## config.mk

```make
export PLATFORM = sky130hd
export DESIGN_NAME = truth_table_scanner
export DESIGN_NICKNAME = d
export VERILOG_FILES = /design/src/rtl/truth_scan_pkg.sv /design/src/rtl/truth_table_scanner_settle_timer.sv /design/src/rtl/truth_table_scanner.sv
export SDC_FILE = /design/constraint.sdc
export NUM_CORES = 1
export LEC_CHECK = 0
export CAP_MARGIN = 20
export CORE_AREA = 8 8 71 73
export CTS_BUF_LIST = sky130_fd_sc_hd__clkbuf_16
export CTS_CLUSTER_DIAMETER = 50
export DETAILED_ROUTE_END_ITERATION = 12
export DIE_AREA = 0 0 79 81
export MAX_ROUTING_LAYER = met4
export PLACE_DENSITY_LB_ADDON = 0.12
export SYNTH_ARGS = -nofsm -noshare
export SYNTH_HDL_FRONTEND = slang
export SYNTH_SLANG_ARGS = --single-unit
export TNS_END_PERCENT = 100
```

## constraint.sdc

```tcl
create_clock -name clk -period 3.55 [get_ports clk]
set_input_delay 0.355 -clock clk [delete_from_list [all_inputs] [get_ports clk]]
set_output_delay 0.355 -clock clk [all_outputs]
set_load 0.1 [all_outputs]
```

## src/rtl/truth_scan_pkg.sv

```systemverilog
// Shared state encoding, widths and helpers for the truth-table scanner.
package truth_scan_pkg;

  localparam int TT_WIDTH = 16;
  localparam int IDX_W    = 4;
  localparam int CNT_W    = 5;
  localparam int TMR_W    = 4;

  typedef enum logic [1:0] {
    S_IDLE,
    S_SETTLE,
    S_SAMPLE,
    S_DONE
  } state_t;

  function automatic logic is_last_idx(input logic [IDX_W-1:0] idx);
    return idx == IDX_W'(TT_WIDTH - 1);
  endfunction

endpackage

```

## src/rtl/truth_table_scanner_settle_timer.sv

```systemverilog
// Loadable 4-bit down-counter that paces the settle wait between driving a vector and sampling it.
module settle_timer
  import truth_scan_pkg::*;
(
  input  logic             clk,
  input  logic             reset,
  input  logic             load,
  input  logic [TMR_W-1:0] load_val,
  input  logic             dec,
  output logic             zero,
  output logic             reach_zero
);

  logic [TMR_W-1:0] count;

  // NOTE: sequential state is written with <= only, so every register samples pre-edge values.
  always_ff @(posedge clk or posedge reset) begin
    if (reset) begin
      count <= '0;
    end else if (load) begin
      count <= load_val;
    end else if (dec && (count != '0)) begin
      count <= count - 1'b1;
    end
  end

  assign zero       = (count == '0);
  // High in the cycle whose decrement brings the count to zero.
  assign reach_zero = dec && !load && (count == TMR_W'(1));

endmodule

```

## src/rtl/truth_table_scanner.sv

```systemverilog
// Walks a 4-input combinational function through all 16 minterms and captures its truth table.
// Optional build macro SCAN_PARITY_EN adds a registered parity output over the captured table.
module truth_table_scanner
  import truth_scan_pkg::*;
#(
  parameter int SETTLE = 1
) (
  input  logic                clk,
  input  logic                reset,
  input  logic                start,
  input  logic                abort,
  input  logic                r,
  output logic                a,
  output logic                b,
  output logic                c,
  output logic                d,
  output logic                busy,
  output logic                done,
  output logic [TT_WIDTH-1:0] truth_table,
  output logic [CNT_W-1:0]    ones_count
`ifdef SCAN_PARITY_EN
  ,
  output logic                parity
`endif
);

  state_t           state;
  logic [IDX_W-1:0] idx;

  logic in_scan;
  logic accept;
  logic cancel;
  logic capture;
  logic tmr_load;
  logic tmr_dec;
  logic tmr_zero;
  logic tmr_reach;

  assign in_scan  = (state == S_SETTLE) || (state == S_SAMPLE);
  assign accept   = (state == S_IDLE) && start;
  assign cancel   = in_scan && abort;
  assign capture  = (state == S_SAMPLE) && !abort;
  assign tmr_load = accept || (capture && !is_last_idx(idx));
  assign tmr_dec  = (state == S_SETTLE) && !abort;

  // a is the most significant index bit, d the least.
  assign {a, b, c, d} = idx;

  settle_timer u_settle_timer (
    .clk        (clk),
    .reset      (reset),
    .load       (tmr_load),
    .load_val   (TMR_W'(SETTLE)),
    .dec        (tmr_dec),
    .zero       (tmr_zero),
    .reach_zero (tmr_reach)
  );

  always_ff @(posedge clk or posedge reset) begin
    if (reset) begin
      state       <= S_IDLE;
      idx         <= '0;
      busy        <= 1'b0;
      done        <= 1'b0;
      truth_table <= '0;
      ones_count  <= '0;
    end else begin
      done <= 1'b0;
      // Abort outranks every in-scan transition, including the final sample.
      if (cancel) begin
        state       <= S_IDLE;
        busy        <= 1'b0;
        idx         <= '0;
        truth_table <= '0;
        ones_count  <= '0;
      end else begin
        case (state)
          S_IDLE: begin
            if (start) begin
              state       <= S_SETTLE;
              busy        <= 1'b1;
              idx         <= '0;
              truth_table <= '0;
              ones_count  <= '0;
            end
          end
          S_SETTLE: begin
            // The zero check only matters for an out-of-range SETTLE of 0.
            if (tmr_reach || tmr_zero) begin
              state <= S_SAMPLE;
            end
          end
          S_SAMPLE: begin
            truth_table[idx] <= r;
            ones_count       <= ones_count + CNT_W'(r);
            if (is_last_idx(idx)) begin
              state <= S_DONE;
              busy  <= 1'b0;
              done  <= 1'b1;
            end else begin
              idx   <= idx + 1'b1;
              state <= S_SETTLE;
            end
          end
          S_DONE: begin
            state <= S_IDLE;
            idx   <= '0;
          end
          default: begin
            state <= S_IDLE;
            busy  <= 1'b0;
            idx   <= '0;
          end
        endcase
      end
    end
  end

`ifdef SCAN_PARITY_EN
  always_ff @(posedge clk or posedge reset) begin
    if (reset) begin
      parity <= 1'b0;
    end else if (accept || cancel) begin
      parity <= 1'b0;
    end else if (capture) begin
      parity <= parity ^ r;
    end
  end
`endif

endmodule

```

Word level (Yosys, flattened, before mapping). Cells that the tools add are included.

$add $sub $neg: 3. Magnitude comparators: 2. Eq/ne operators: 9. Muxes and demuxes: 27. Reductions and logical operators: 25.

Operators by type and width (number): $mux 16 (2); $pmux 16 s2 (1); $mux 4 (5); $bwmux 16 (1); $pmux 4 s3 (1); $mux 5 (2); $pmux 5 s2 (1); $logic_and 1x1->1 (9); $mux 2 (4); $pmux 2 s4 (1); $reduce_bool 4->1 (2); $mux 1 (7); $ne 3x2->1 const B (2); $ne 3x3->1 const B (2); $reduce_and 3->1 (2); $add 5x1->5 (1); $lt 4x5->1 const B (1); $add 4x1->4 const B (1); $demux 1 s4 (1); $eq 2x2->1 const B (2); $eq 4x1->1 const B (1); $eq 4x4->1 const B (1); $ge 4x1->1 const B (1); $logic_not 4->1 (1); 9 further kinds (14).

Register bits: 33. Output and inout bits: 27. Logic and storage cells: 73.

Logic depth before layout (Yosys ltp). Gate-level depths: netlist (run 1).

Word-level depth: 11. Depth in mapped cells: 7. Depth with buffers taken out: 6.

By module. From an unflattened synthesis (run 1), not the netlist that was laid out.

Cell total of the unflattened synthesis: 214. Area total of the unflattened synthesis: 1911.8 um^2.

By module, submodules not included: truth_table_scanner (instances 1, cells an instance 182, area each 1644.1 um^2, sequential area each 725.7 um^2); settle_timer (instances 1, cells an instance 32, area each 267.8 um^2, sequential area each 100.1 um^2).

Least setup slack after synthesis (run 1). No wires, ideal clock.

Kind: register to register. Start point: reg idx[0]. End point: reg state[0]. Library setup time: 126 ps. Arrival: 2169 ps. Data required time: 3424 ps. Slack: 1255 ps. Stages on the path, launching flop included: 7. Clock period less this slack: 2295 ps. Cell sequence: dfrtp_1 > ha_1 > buf_2 > nand3_1 > nand3_1 > nand3_1 > o311a_1.

Cells in the longest elaborated chain, start to end: 10.

RTL lines: start: declaration (line truth_table_scanner.sv:28) `logic [IDX_W-1:0] idx;`; start signal: assignment (line truth_table_scanner.sv:101) `idx <= idx + 1'b1;`; $eq 4x4->1 (line truth_scan_pkg.sv:17) `return idx == IDX_W'(TT_WIDTH - 1);`; $logic_not 1->1 (line truth_table_scanner.sv:43) `assign tmr_load = accept || (capture && !is_last_idx(idx));`; $logic_and 1x1->1 (line truth_table_scanner.sv:43); $logic_or 1x1->1 (line truth_table_scanner.sv:43); $logic_not 1->1 (line truth_table_scanner_settle_timer.sv:29) `assign reach_zero = dec && !load && (count == TMR_W'(1));`; $logic_and 1x1->1 (2 in a row) (line truth_table_scanner_settle_timer.sv:29); $logic_or 1x1->1 (line truth_table_scanner.sv:89) `if (tmr_reach || tmr_zero) begin`; $ne 3x2->1 (no source line); $reduce_and 2->1 (no source line); end signal: assignment (line truth_table_scanner.sv:90) `state <= S_SAMPLE;`; end signal: assignment (line truth_table_scanner.sv:97) `state <= S_DONE;`; end signal: assignment (line truth_table_scanner.sv:102) `state <= S_SETTLE;`; end: declaration (line truth_table_scanner.sv:27) `state_t state;`.

No other way between the ends. A chain may end at the register's enable or synchronous reset.

Final worst setup path (run 1).
Start point: reg state[0]. End point: reg truth_table[1].

Cells in the longest elaborated chain, start to end: 5.

RTL lines: start signal: assignment (line truth_table_scanner.sv:61) `state <= S_IDLE;`; start signal: assignment (line truth_table_scanner.sv:71) `state <= S_IDLE;`; start signal: assignment (line truth_table_scanner.sv:80) `state <= S_SETTLE;`; $eq 2x1->1 or $eq 2x2->1 (tied branches) (line truth_table_scanner.sv:39, truth_table_scanner.sv:77); $logic_or 1x1->1 (line truth_table_scanner.sv:39) `assign in_scan = (state == S_SETTLE) || (state == S_SAMPLE);`; $logic_and 1x1->1 (line truth_table_scanner.sv:41) `assign cancel = in_scan && abort;`; $ne 3x3->1 (no source line) or $reduce_bool 3->1 (tied branches); $reduce_and 2->1 (no source line); end signal: indexed assignment (line truth_table_scanner.sv:94) `truth_table[idx] <= r;`; end: declaration (line truth_table_scanner.sv:19) `output logic [TT_WIDTH-1:0] truth_table,`.

Several ways; a longest one is shown, not always the timed one.

==> results of run 1 <==
==> placed cells by master (no fill, tap or decap), types with 3 or more instances in the layout <==
cell type         n
a21oi_1          19
nand4_1           5
xnor2_1           3
a31oi_1           3
clkdlybuf4s50_1  31
clkbuf_16         5
nand3_1          21
dfrtp_1          33
nor2_1            9
o21ai_1          24
ha_1             12
inv_1             9
nand2b_1          5
nor2b_1           4
nand2_1          27
==> kinds of logic (layout without fill, tap and decap cells) <==
| group | after synthesis | in the layout | share of synthesized area (%) |
|---|---|---|---|
| AO/OA/AOI/OAI | 62 | 62 | 19.9 |
| XOR/XNOR | 4 | 4 | 1.87 |
| adder cells (fa/ha/maj) | 12 | 12 | 8.03 |
| buffers and inverters | 20 | 49 | 4.28 |
| flip-flops | 33 | 33 | 44.1 |
| AND/OR/NAND/NOR | 82 | 82 | 21.7 |
==> state kept, by name, indices dropped and copies added, names as in the netlist <==
name and count:
u_settle_timer.count 4, ones_count 5, busy 1, idx 4, state 2, truth_table 16, done 1
==> routing by layer <==
metal  global-route usage, %  up-vias
li1                        -      811
met2                    21.3       42
met5                       -        -
met3                    3.20        6
met1                    17.4      731
met4                    5.93        0
==> worst max path at each step <==
stage | slack [ns] | depth (start not counted) | to | from
finish | 0.94 | 6 | truth_table[1] | state[0]
floorplan | 1.25 | 6 | state[0] | idx[0]
detailed placement | 0.96 | 6 | truth_table[2] | state[0]
global route | 0.69 | 6 | truth_table[2] | state[0]
global placement | 1.06 | 6 | truth_table[1] | state[0]
CTS | 0.95 | 6 | truth_table[2] | state[0]
==> per-stage QoR <==
| step | total power, W | instances | hold slack [ns] |
|---|---|---|---|
| CTS | 0.00157 | 292 | 0.487 |
| floorplan | 0.00102 | 213 | 0.484 |
| finish | 0.00155 | 292 | 0.469 |
| global route | 0.00166 | 292 | 0.507 |
| detailed placement | 0.00116 | 284 | 0.473 |
| global placement | 0.00116 | 284 | 0.465 |
==> power groups by stage <==
| stage | clock network [W] | logic, W | registers (W) |
|---|---|---|---|
| final | 0.000399 | 0.000690 | 0.000460 |
| after global routing | 0.000430 | 0.000766 | 0.000466 |
| after CTS | 0.000410 | 0.000698 | 0.000460 |
| after detailed placement | 0 | 0.000693 | 0.000466 |
| after global placement | 0 | 0.000694 | 0.000465 |
| after floorplan | 0 | 0.000421 | 0.000598 |
==> critical path, cell delays in order (launching register included) <==
cell and delay (ns):
dfrtp_1 0.39, inv_1 0.13, ha_1 0.43, a21bo_2 0.41, a311oi_2 0.77, nand2_1 0.17
o31ai_1 0.22
==> layout make-up <==
type / count / area, um2 / area share, %
tap: 50 / 62.6 / 2.67
clock buffer: 5 / 125 / 5.34
multi-input combinational: 160 / 965 / 41.2
sequential: 33 / 826 / 35.3
clock inverter: 3 / 12.5 / 0.534
timing repair buffer: 32 / 318 / 13.6
inverter: 9 / 33.8 / 1.44
==> run summary, run 1 <==
crit path kind = reg2reg
layout cells sized above 1 = 4.96%
top sig layer = met4
sequential fraction of the synthesis area = 44.1%
top-count cell post-synth = dfrtp_1
core area = 3910 um2
area post-placement = 2200 um2
synth warn = 0
Syn Inst Count = 213
Worst Reg-to-Reg Cells = 6
total length of routed wires = 3990 um
Internal Power = 0.000883 W
Final Skew = 0.00282 ns
Util after Layout = 59.8%
Final Setup Violations = 0
Most used DFF post-synth = dfrtp_1
post-synth top area cell = dfrtp_1
cts bufs inserted = 5
Core Rows = 23
met2 wire len = 1870 um
largest net degree at the start of global routing = 34
Hold Fails Final Rpt = 0
vias in the first global route = 1588
status = finished, final reports clean
Startpoint Class = flop
pre-CTS WS = 0.962 ns
share of the synthesized area in the top cell type = 44.1%
CTS sink cnt = 33
initial antenna violation count = 0
nets@finish = 258
fin crit period = 2.61 ns
Worst setup EP type = flop
DPL Wire Length = 2880 um
synth cell count leaders = dfrtp_1, nand2_1, o21ai_1, nand3_1, a21oi_1
metal1 wirelength = 1850 um
final worst setup slack = 0.943 ns
vias = 1590
Clock Power Share = 25.8%
synthesis-stage register bit count = 33
Setup TNS = 0 ns
Slew @ Worst Pin = 0.974 ns
die area = 6400 um2
worst r2r src = state[0]
Synth cell types = 40
Reg2Reg Capture Point = truth_table[1]
drt initial violations = 78
design area = 2340 um2
Max-slew headroom = 34.9%
starting density of the core = 47.8%
CTS tree = yes
drt drc = 0
post_cts resized = 0
antenna-violating nets left = 0
grt ovf = 0
# IOs = 32
Clock transition at path regs = 0.05 ns
CTS Buffer Depth = 2
period utilization = 73.4%
Comb power frac = 44.5%
Seq pwr share = 29.7%
Net Switching = 0.000665 W
PortBufs = 31
Switching Share = 43.0%
max-cap violations = 0
Peak VDD IR = 547 uV
chip width = 79 um
fillers = 366
post-synthesis cell area = 1870 um2
Area Growth Syn to Fin = 25.2%
Total GRT Usage = 14.0%
worst-path maximum fanout = 22
Avg Cell Area, Syn = 8.78 um2
antenna diode count = 0
Syn Nets = 230
Post-synth EDFFs = 0
Fmax achieved = 0.384 GHz
detailed-route wire length per cell = 13.7 um
Crit path arrival time = 2.78 ns
Hold Crit Class = in2async
Slew Limit Fails = 0
post-cts hold buffer count = 0
Async SR Flop Fraction = 100%
Clk Latency, worst-skew pair = 0.27 ns
1st-pass router iterations = 4
Final GP Congestion = 0.849
post-CTS setup buffers = 0
die height = 81 um
vias per cell = 5.45
Power Density = 661 nW/um2
H-tree depth = 2
Required @ worst endpoint = 3.73 ns
first-pass GRT wire length = 7110 um
DR WL met3 = 214 um
flop2flop setup slack = 0.94 ns
Area contributors post-synth = dfrtp_1, ha_1, o21ai_1, nand3_1, nand2_1
Root Buffer Master = clkbuf_16
Lkg Pwr = 1.06 nW
RSZ-0062 raised after global routing = no
No activity file was read; power rests on OpenSTA's default activity.
==> run 2: changes to the inputs <==
==> constraint.sdc (replaced) <==
create_clock -name clk -period 2.44 [get_ports clk]
set_input_delay 0.244 -clock clk [delete_from_list [all_inputs] [get_ports clk]]
set_output_delay 0.244 -clock clk [all_outputs]
set_load 0.1 [all_outputs]
==> run 2 against run 1 <==
Against the previous run: non-clock buffer count up 4; first-iteration DRC count is 41% higher; clock power grew 75%; sequential cell count is the same; critical endpoint is now ones_count[3]; highest routed layer unchanged.
==> run summary, run 2 (same netlist as run 1, synthesis figures left out) <==
status = finished, final reports clean
CTS sink cnt = 33 (unchanged)
initial antenna violation count = 0 (unchanged)
crit-path leading delay family = simple AND/OR/NAND/NOR gates
total length of routed wires = 4270 um (+7.0%)
Setup TNS = 0 ns (unchanged)
post-CTS setup buffers = 0 (unchanged)
drt drc = 0 (unchanged)
DPL Wire Length = 3050 um (+6.0%)
worst-path maximum fanout = 23 (+4.5%)
cts bufs inserted = 5 (unchanged)
Area Growth Syn to Fin = 24.5%
Clock Power Share = 29.2% (+3.4 points)
1st-pass router iterations = 4 (unchanged)
starting density of the core = 47.8% (unchanged)
buffers plus inverters on the worst setup path = 1 (unchanged)
Hold Fails Final Rpt = 0 (unchanged)
Power Density = 1020 nW/um2 (+55%)
most common cell after layout, fill and taps aside = dfrtp_1
die area = 6400 um2 (unchanged)
Seq pwr share = 28.1% (-1.6 points)
CTS Buffer Depth = 2 (unchanged)
area post-placement = 2170 um2 (-1.7%)
Critical-path top delay cell = or4_1
Util after Layout = 59.5% (-0.32 points)
Clock transition at path regs = 0.05 ns (about the same)
Final Setup Violations = 0 (unchanged)
Worst setup EP type = flop
post-cts hold buffer count = 0 (unchanged)
Startpoint Class = flop
most frequent cells in the layout = dfrtp_1, buf_4, nand2_1, o21ai_1, nand3_1
vias per cell = 5.48 (+0.70%)
Clk Latency, worst-skew pair = 0.28 ns (about the same)
core area = 3910 um2 (unchanged)
design area = 2330 um2 (-0.53%)
Crit path arrival time = 2.25 ns (-0.53 ns)
max FFs per register = 16 (unchanged)
flop2flop setup slack = 0.41 ns (-0.54 ns)
Slew @ Worst Pin = 0.508 ns (-0.466 ns)
Final GP Congestion = 0.837 (-1.4%)
met3 Resource Use GR = 3.42% (+0.22 points)
Net Switching = 0.000992 W (+49%)
RSZ-0062 raised after global routing = no
Comb power frac = 42.7% (-1.8 points)
max-cap violations = 0 (unchanged)
PortBufs = 31 (unchanged)
Required @ worst endpoint = 2.66 ns (-1.07 ns)
Largest Register = truth_table
die height = 81 um (unchanged)
Fmax achieved = 0.492 GHz (+28%)
Peak VDD IR = 749 uV (+37%)
period utilization = 83.3% (+9.9 points)
vias in the first global route = 1554 (-2.1%)
first-pass GRT wire length = 7270 um (+2.3%)
fin crit period = 2.03 ns (-0.574 ns)
CTS tree = yes
worst r2r src = state[0]
layout cells sized above 1 = 17.5% (+13 points)
worst stage delay on the critical path = 0.51 ns (-0.26 ns)
worst-path cell chain = inv_1 > ha_1 > or2b_1 > and3_4 > or4_1 > nand2_1
Max-slew headroom = 66.1% (+31 points)
met2 usage = 22.8% (+1.5 points)
Slew Limit Fails = 0 (unchanged)
Worst Reg-to-Reg Cells = 6 (unchanged)
Final Skew = 0.00541 ns (+0.00259 ns)
Internal Power = 0.00139 W (+58%)
Switching Share = 41.6% (-1.4 points)
Root Buffer Master = clkbuf_16
Hold Crit Class = in2async
antenna diode count = 0 (unchanged)
# IOs = 32 (unchanged)
grt ovf = 0 (unchanged)
H-tree depth = 2 (unchanged)
Reg2Reg Capture Point = ones_count[3]
Placed Cells = 288 (+1.4%)
antenna-violating nets left = 0 (unchanged)
GR peak layer = met2
Core Rows = 23 (unchanged)
Total GRT Usage = 14.7% (+0.76 points)
chip width = 79 um (unchanged)
final non-filler cell total = 296 (+1.4%)
post_cts resized = 0 (unchanged)
drt initial violations = 110 (+41%)
largest net degree at the start of global routing = 34 (unchanged)
detailed-route wire length per cell = 14.4 um (+5.5%)
Largest regs = truth_table x16, ones_count x5
vias = 1623 (+2.1%)
nets@finish = 262 (+1.6%)
fillers = 375 (+2.5%)
crit path kind = reg2reg
Lkg Pwr = 1.15 nW (+8.4%)
M1 GR Usage = 17.9% (+0.51 points)
-- run 2: worst reg2reg max path, cell delays in order, from the launching register on --
cell     delay (ns)
dfrtp_1        0.40
inv_1          0.13
ha_1           0.32
or2b_1         0.30
and3_4         0.24
or4_1          0.52
nand2_1        0.08
-- run 2: through the flow --
step | setup slack (ns) | power, W | hold WS [ns]
after global routing | 0.216 | 0.00255 | 0.406
final | 0.408 | 0.00239 | 0.352
after detailed placement | 0.416 | 0.00170 | 0.477
after global placement | 0.450 | 0.00169 | 0.469
after CTS | 0.407 | 0.00241 | 0.368
after floorplan | 0.145 | 0.00148 | 0.373
-- run 2: cell type report --
cell class | instances | area (um2) | share of cell area (%)
Tap cell | 50 | 62.6 | 2.69
Clock buffer | 5 | 125 | 5.37
Sequential cell | 33 | 826 | 35.4
Clock inverter | 3 | 37.5 | 1.61
Inverter | 9 | 33.8 | 1.45
Timing Repair Buffer | 36 | 280 | 12.0
Multi-Input combinational cell | 160 | 965 | 41.4
-- run 2: metal layers --
layer | vias up | share of wire [%]
met5 | - | 0
met4 | 0 | 1.4
met3 | 5 | 3.9
met2 | 35 | 48
met1 | 762 | 47
li1 | 821 | -
-- run 2: power by group through the flow --
stage	Clock (W)	Combinational (W)	Sequential, W
after CTS	0.000710	0.00103	0.000670
after global placement	0	0.00102	0.000678
after global routing	0.000732	0.00114	0.000682
final	0.000697	0.00102	0.000670
after detailed placement	0	0.00102	0.000677
after floorplan	0	0.000613	0.000870
-- run 2: worst max-delay path by stage --
stage / end / start / slack, ns / cells past startpoint
4_1_cts: ones_count[3] / state[0] / 0.41 / 6
6_report: ones_count[3] / state[0] / 0.41 / 6
5_1_grt: truth_table[8] / state[0] / 0.22 / 7
3_5_place_dp: ones_count[3] / abort / 0.42 / 5
3_3_place_gp: ones_count[3] / abort / 0.45 / 5
2_1_floorplan: state[0] / idx[0] / 0.14 / 6
==> run 3: changes to the inputs <==
--- a/config.mk
+++ b/config.mk
@@ -6,11 +6,11 @@
 export NUM_CORES = 1
 export LEC_CHECK = 0
 export CAP_MARGIN = 20
-export CORE_AREA = 8 8 71 73
+export CORE_AREA = 8 8 73 75
 export CTS_BUF_LIST = sky130_fd_sc_hd__clkbuf_16
 export CTS_CLUSTER_DIAMETER = 50
 export DETAILED_ROUTE_END_ITERATION = 12
-export DIE_AREA = 0 0 79 81
+export DIE_AREA = 0 0 81 83
 export MAX_ROUTING_LAYER = met4
 export PLACE_DENSITY_LB_ADDON = 0.12
 export SYNTH_ARGS = -nofsm -noshare
==> constraint.sdc (replaced) <==
create_clock -name clk -period 1.7 [get_ports clk]
set_input_delay 0.17 -clock clk [delete_from_list [all_inputs] [get_ports clk]]
set_output_delay 0.17 -clock clk [all_outputs]
set_load 0.1 [all_outputs]
==> run 3 against run 2 <==
Against the previous run: final cell count increased by 9.5%; critical path type unchanged; cell area increased by 22%; critical path depth unchanged; the flow now finishes with violations (setup timing); power increased by 67%; highest routed layer unchanged.
==> run summary, run 3 (same netlist as run 1, synthesis figures left out) <==
Critical-path top delay cell = or4_4
most frequent cells in the layout = buf_4, dfrtp_1, nand2_1, o21ai_1, a21oi_1
Lkg Pwr = 1.31 nW (+15%)
initial antenna violation count = 0 (unchanged)
antenna-violating nets left = 0 (unchanged)
post-cts hold buffer count = 0 (unchanged)
largest net degree at the start of global routing = 34 (unchanged)
Largest regs = truth_table x16, ones_count x5
cts bufs inserted = 5 (unchanged)
Core Rows = 24 (+4.3%)
vias in the first global route = 1774 (+14%)
CTS tree = yes
Required @ worst endpoint = 1.92 ns (-0.74 ns)
Peak VDD IR = 1310 uV (+75%)
Placed Cells = 311 (+8.0%)
Clk Latency, worst-skew pair = 0.28 ns (about the same)
worst stage delay on the critical path = 0.50 ns (about the same)
Worst setup EP type = flop
worst-path cell chain = inv_2 > ha_4 > or2b_1 > and3_4 > or4_4 > nand2_1
chip width = 81 um (+2.5%)
Final Setup Violations = 5 (+5)
max FFs per register = 16 (unchanged)
grt ovf = 0 (unchanged)
Area Growth Syn to Fin = 51.8%
Clock transition at path regs = 0.05 ns (about the same)
die height = 83 um (+2.5%)
worst-path maximum fanout = 4 (-83%)
vias = 1742 (+7.3%)
layout cells sized above 1 = 37.1% (+20 points)
Hold Fails Final Rpt = 0 (unchanged)
die area = 6720 um2 (+5.1%)
Slew @ Worst Pin = 0.345 ns (-0.163 ns)
final worst setup slack = -0.0397 ns (-0.447 ns)
Hold Crit Class = in2async
status = finished with violations
Root Buffer Master = clkbuf_16
1st-pass router iterations = 4 (unchanged)
PortBufs = 31 (unchanged)
detailed-route wire length per cell = 15.0 um (+4.1%)
period utilization = 102% (+19 points)
core area = 4200 um2 (+7.4%)
CTS Buffer Depth = 2 (unchanged)
drt drc = 0 (unchanged)
hold_ws = 0.238 ns (-0.114 ns)
Final GP Congestion = 0.824 (-1.6%)
Slew Limit Fails = 0 (unchanged)
antenna diode count = 0 (unchanged)
Worst Reg-to-Reg Cells = 6 (unchanged)
# IOs = 32 (unchanged)
final non-filler cell total = 324 (+9.5%)
Max-slew headroom = 76.9% (+11 points)
crit path kind = reg2reg
Final Skew = 0.00349 ns (-0.00192 ns)
fillers = 334 (-11%)
most common cell after layout, fill and taps aside = buf_4
H-tree depth = 2 (unchanged)
failing checks = setup timing
starting density of the core = 44.5% (-3.3 points)
Largest Register = truth_table
DPL Wire Length = 3410 um (+12%)
Total GRT Usage = 15.5% (+0.78 points)
fin crit period = 1.74 ns (-0.293 ns)
first-pass GRT wire length = 8270 um (+14%)
vias per cell = 5.38 (-1.9%)
nets@finish = 288 (+9.9%)
Fmax achieved = 0.575 GHz (+17%)
Startpoint Class = flop
RSZ-0062 raised after global routing = yes
total length of routed wires = 4860 um (+14%)
Crit path arrival time = 1.96 ns (-0.29 ns)
drt initial violations = 84 (-24%)
max-cap violations = 0 (unchanged)
CTS sink cnt = 33 (unchanged)
Power Density = 1410 nW/um2 (+37%)
## run 3: cell count changes in the layout (fill, tap and decap cells not counted), sizes merged
cell,before,now
buf,32,58
bufinv,1,0
inv,10,11
## run 3: timing repair
| item | in CTS | in global routing |
|---|---|---|
| gates resized for setup | 6 | 18 |
| setup endpoints to repair | 8 | 20 |
| endpoints found under the hold margin | 0 | 0 |
| setup buffers | 2 | 3 |
| pin swaps | 0 | 11 |
## run 3: stage by stage
stage                     setup slack [ns]  area, um2  utilization, %  setup TNS, ns  power (W)
final                              -0.0397       2840            67.6        -0.0598    0.00399
after global routing                -0.124       2840            67.6          -1.53    0.00424
after CTS                          -0.0204       2720            64.8        -0.0204    0.00382
after detailed placement           -0.0146       2550            60.7        -0.0308    0.00292
after global placement             -0.0126       2550            60.7        -0.0126    0.00290
after floorplan                    0.00181       1950               -              0    0.00223
## run 3: cell type report
class / instances / area [um2] / share of cell area [%]
sequential: 33 / 838 / 29.5
inverter: 9 / 33.8 / 1.19
clock inverter: 3 / 11.3 / 0.396
timing repair buffer: 62 / 633 / 22.3
clock buffer: 5 / 125 / 4.41
multi-input combinational: 160 / 1130 / 39.9
tap: 52 / 65.1 / 2.29
## run 3: final timing paths
check	startpoint	end	slack, ns
max reg2reg	state[0]	ones_count[3]	-0.04
min	reset	ones_count[1]	0.24
min reg2reg	truth_table[10]	truth_table[10]	0.48
max	state[0]	ones_count[3]	-0.04
min in group clk	truth_table[10]	truth_table[10]	0.48
max in group asynchronous	reset	idx[0]	1.27
## run 3: worst max-delay path, delay by kind of cell (launching register included)
family	cells	cell delay [ns]
buffers and inverters	1	0.12
flip-flops	1	0.38
AND/OR/NAND/NOR	4	1.03
adder cells (fa/ha/maj)	1	0.16
## run 3: routing by layer
metal	GRT usage, %	part of all wire (%)	vias to the layer above
met1	18.7	46	837
met4	5.20	1.4	0
li1	-	-	868
met3	3.77	4.6	7
met2	24.5	48	30
met5	-	0	-
## run 3: report_power, final
part	switching [W]	total (W)	leakage, nW	internal (W)
sequential	0.000109	0.000997	0.440	0.000887
clock	0.000325	0.000851	0.0738	0.000526
combinational	0.00123	0.00214	0.799	0.000918
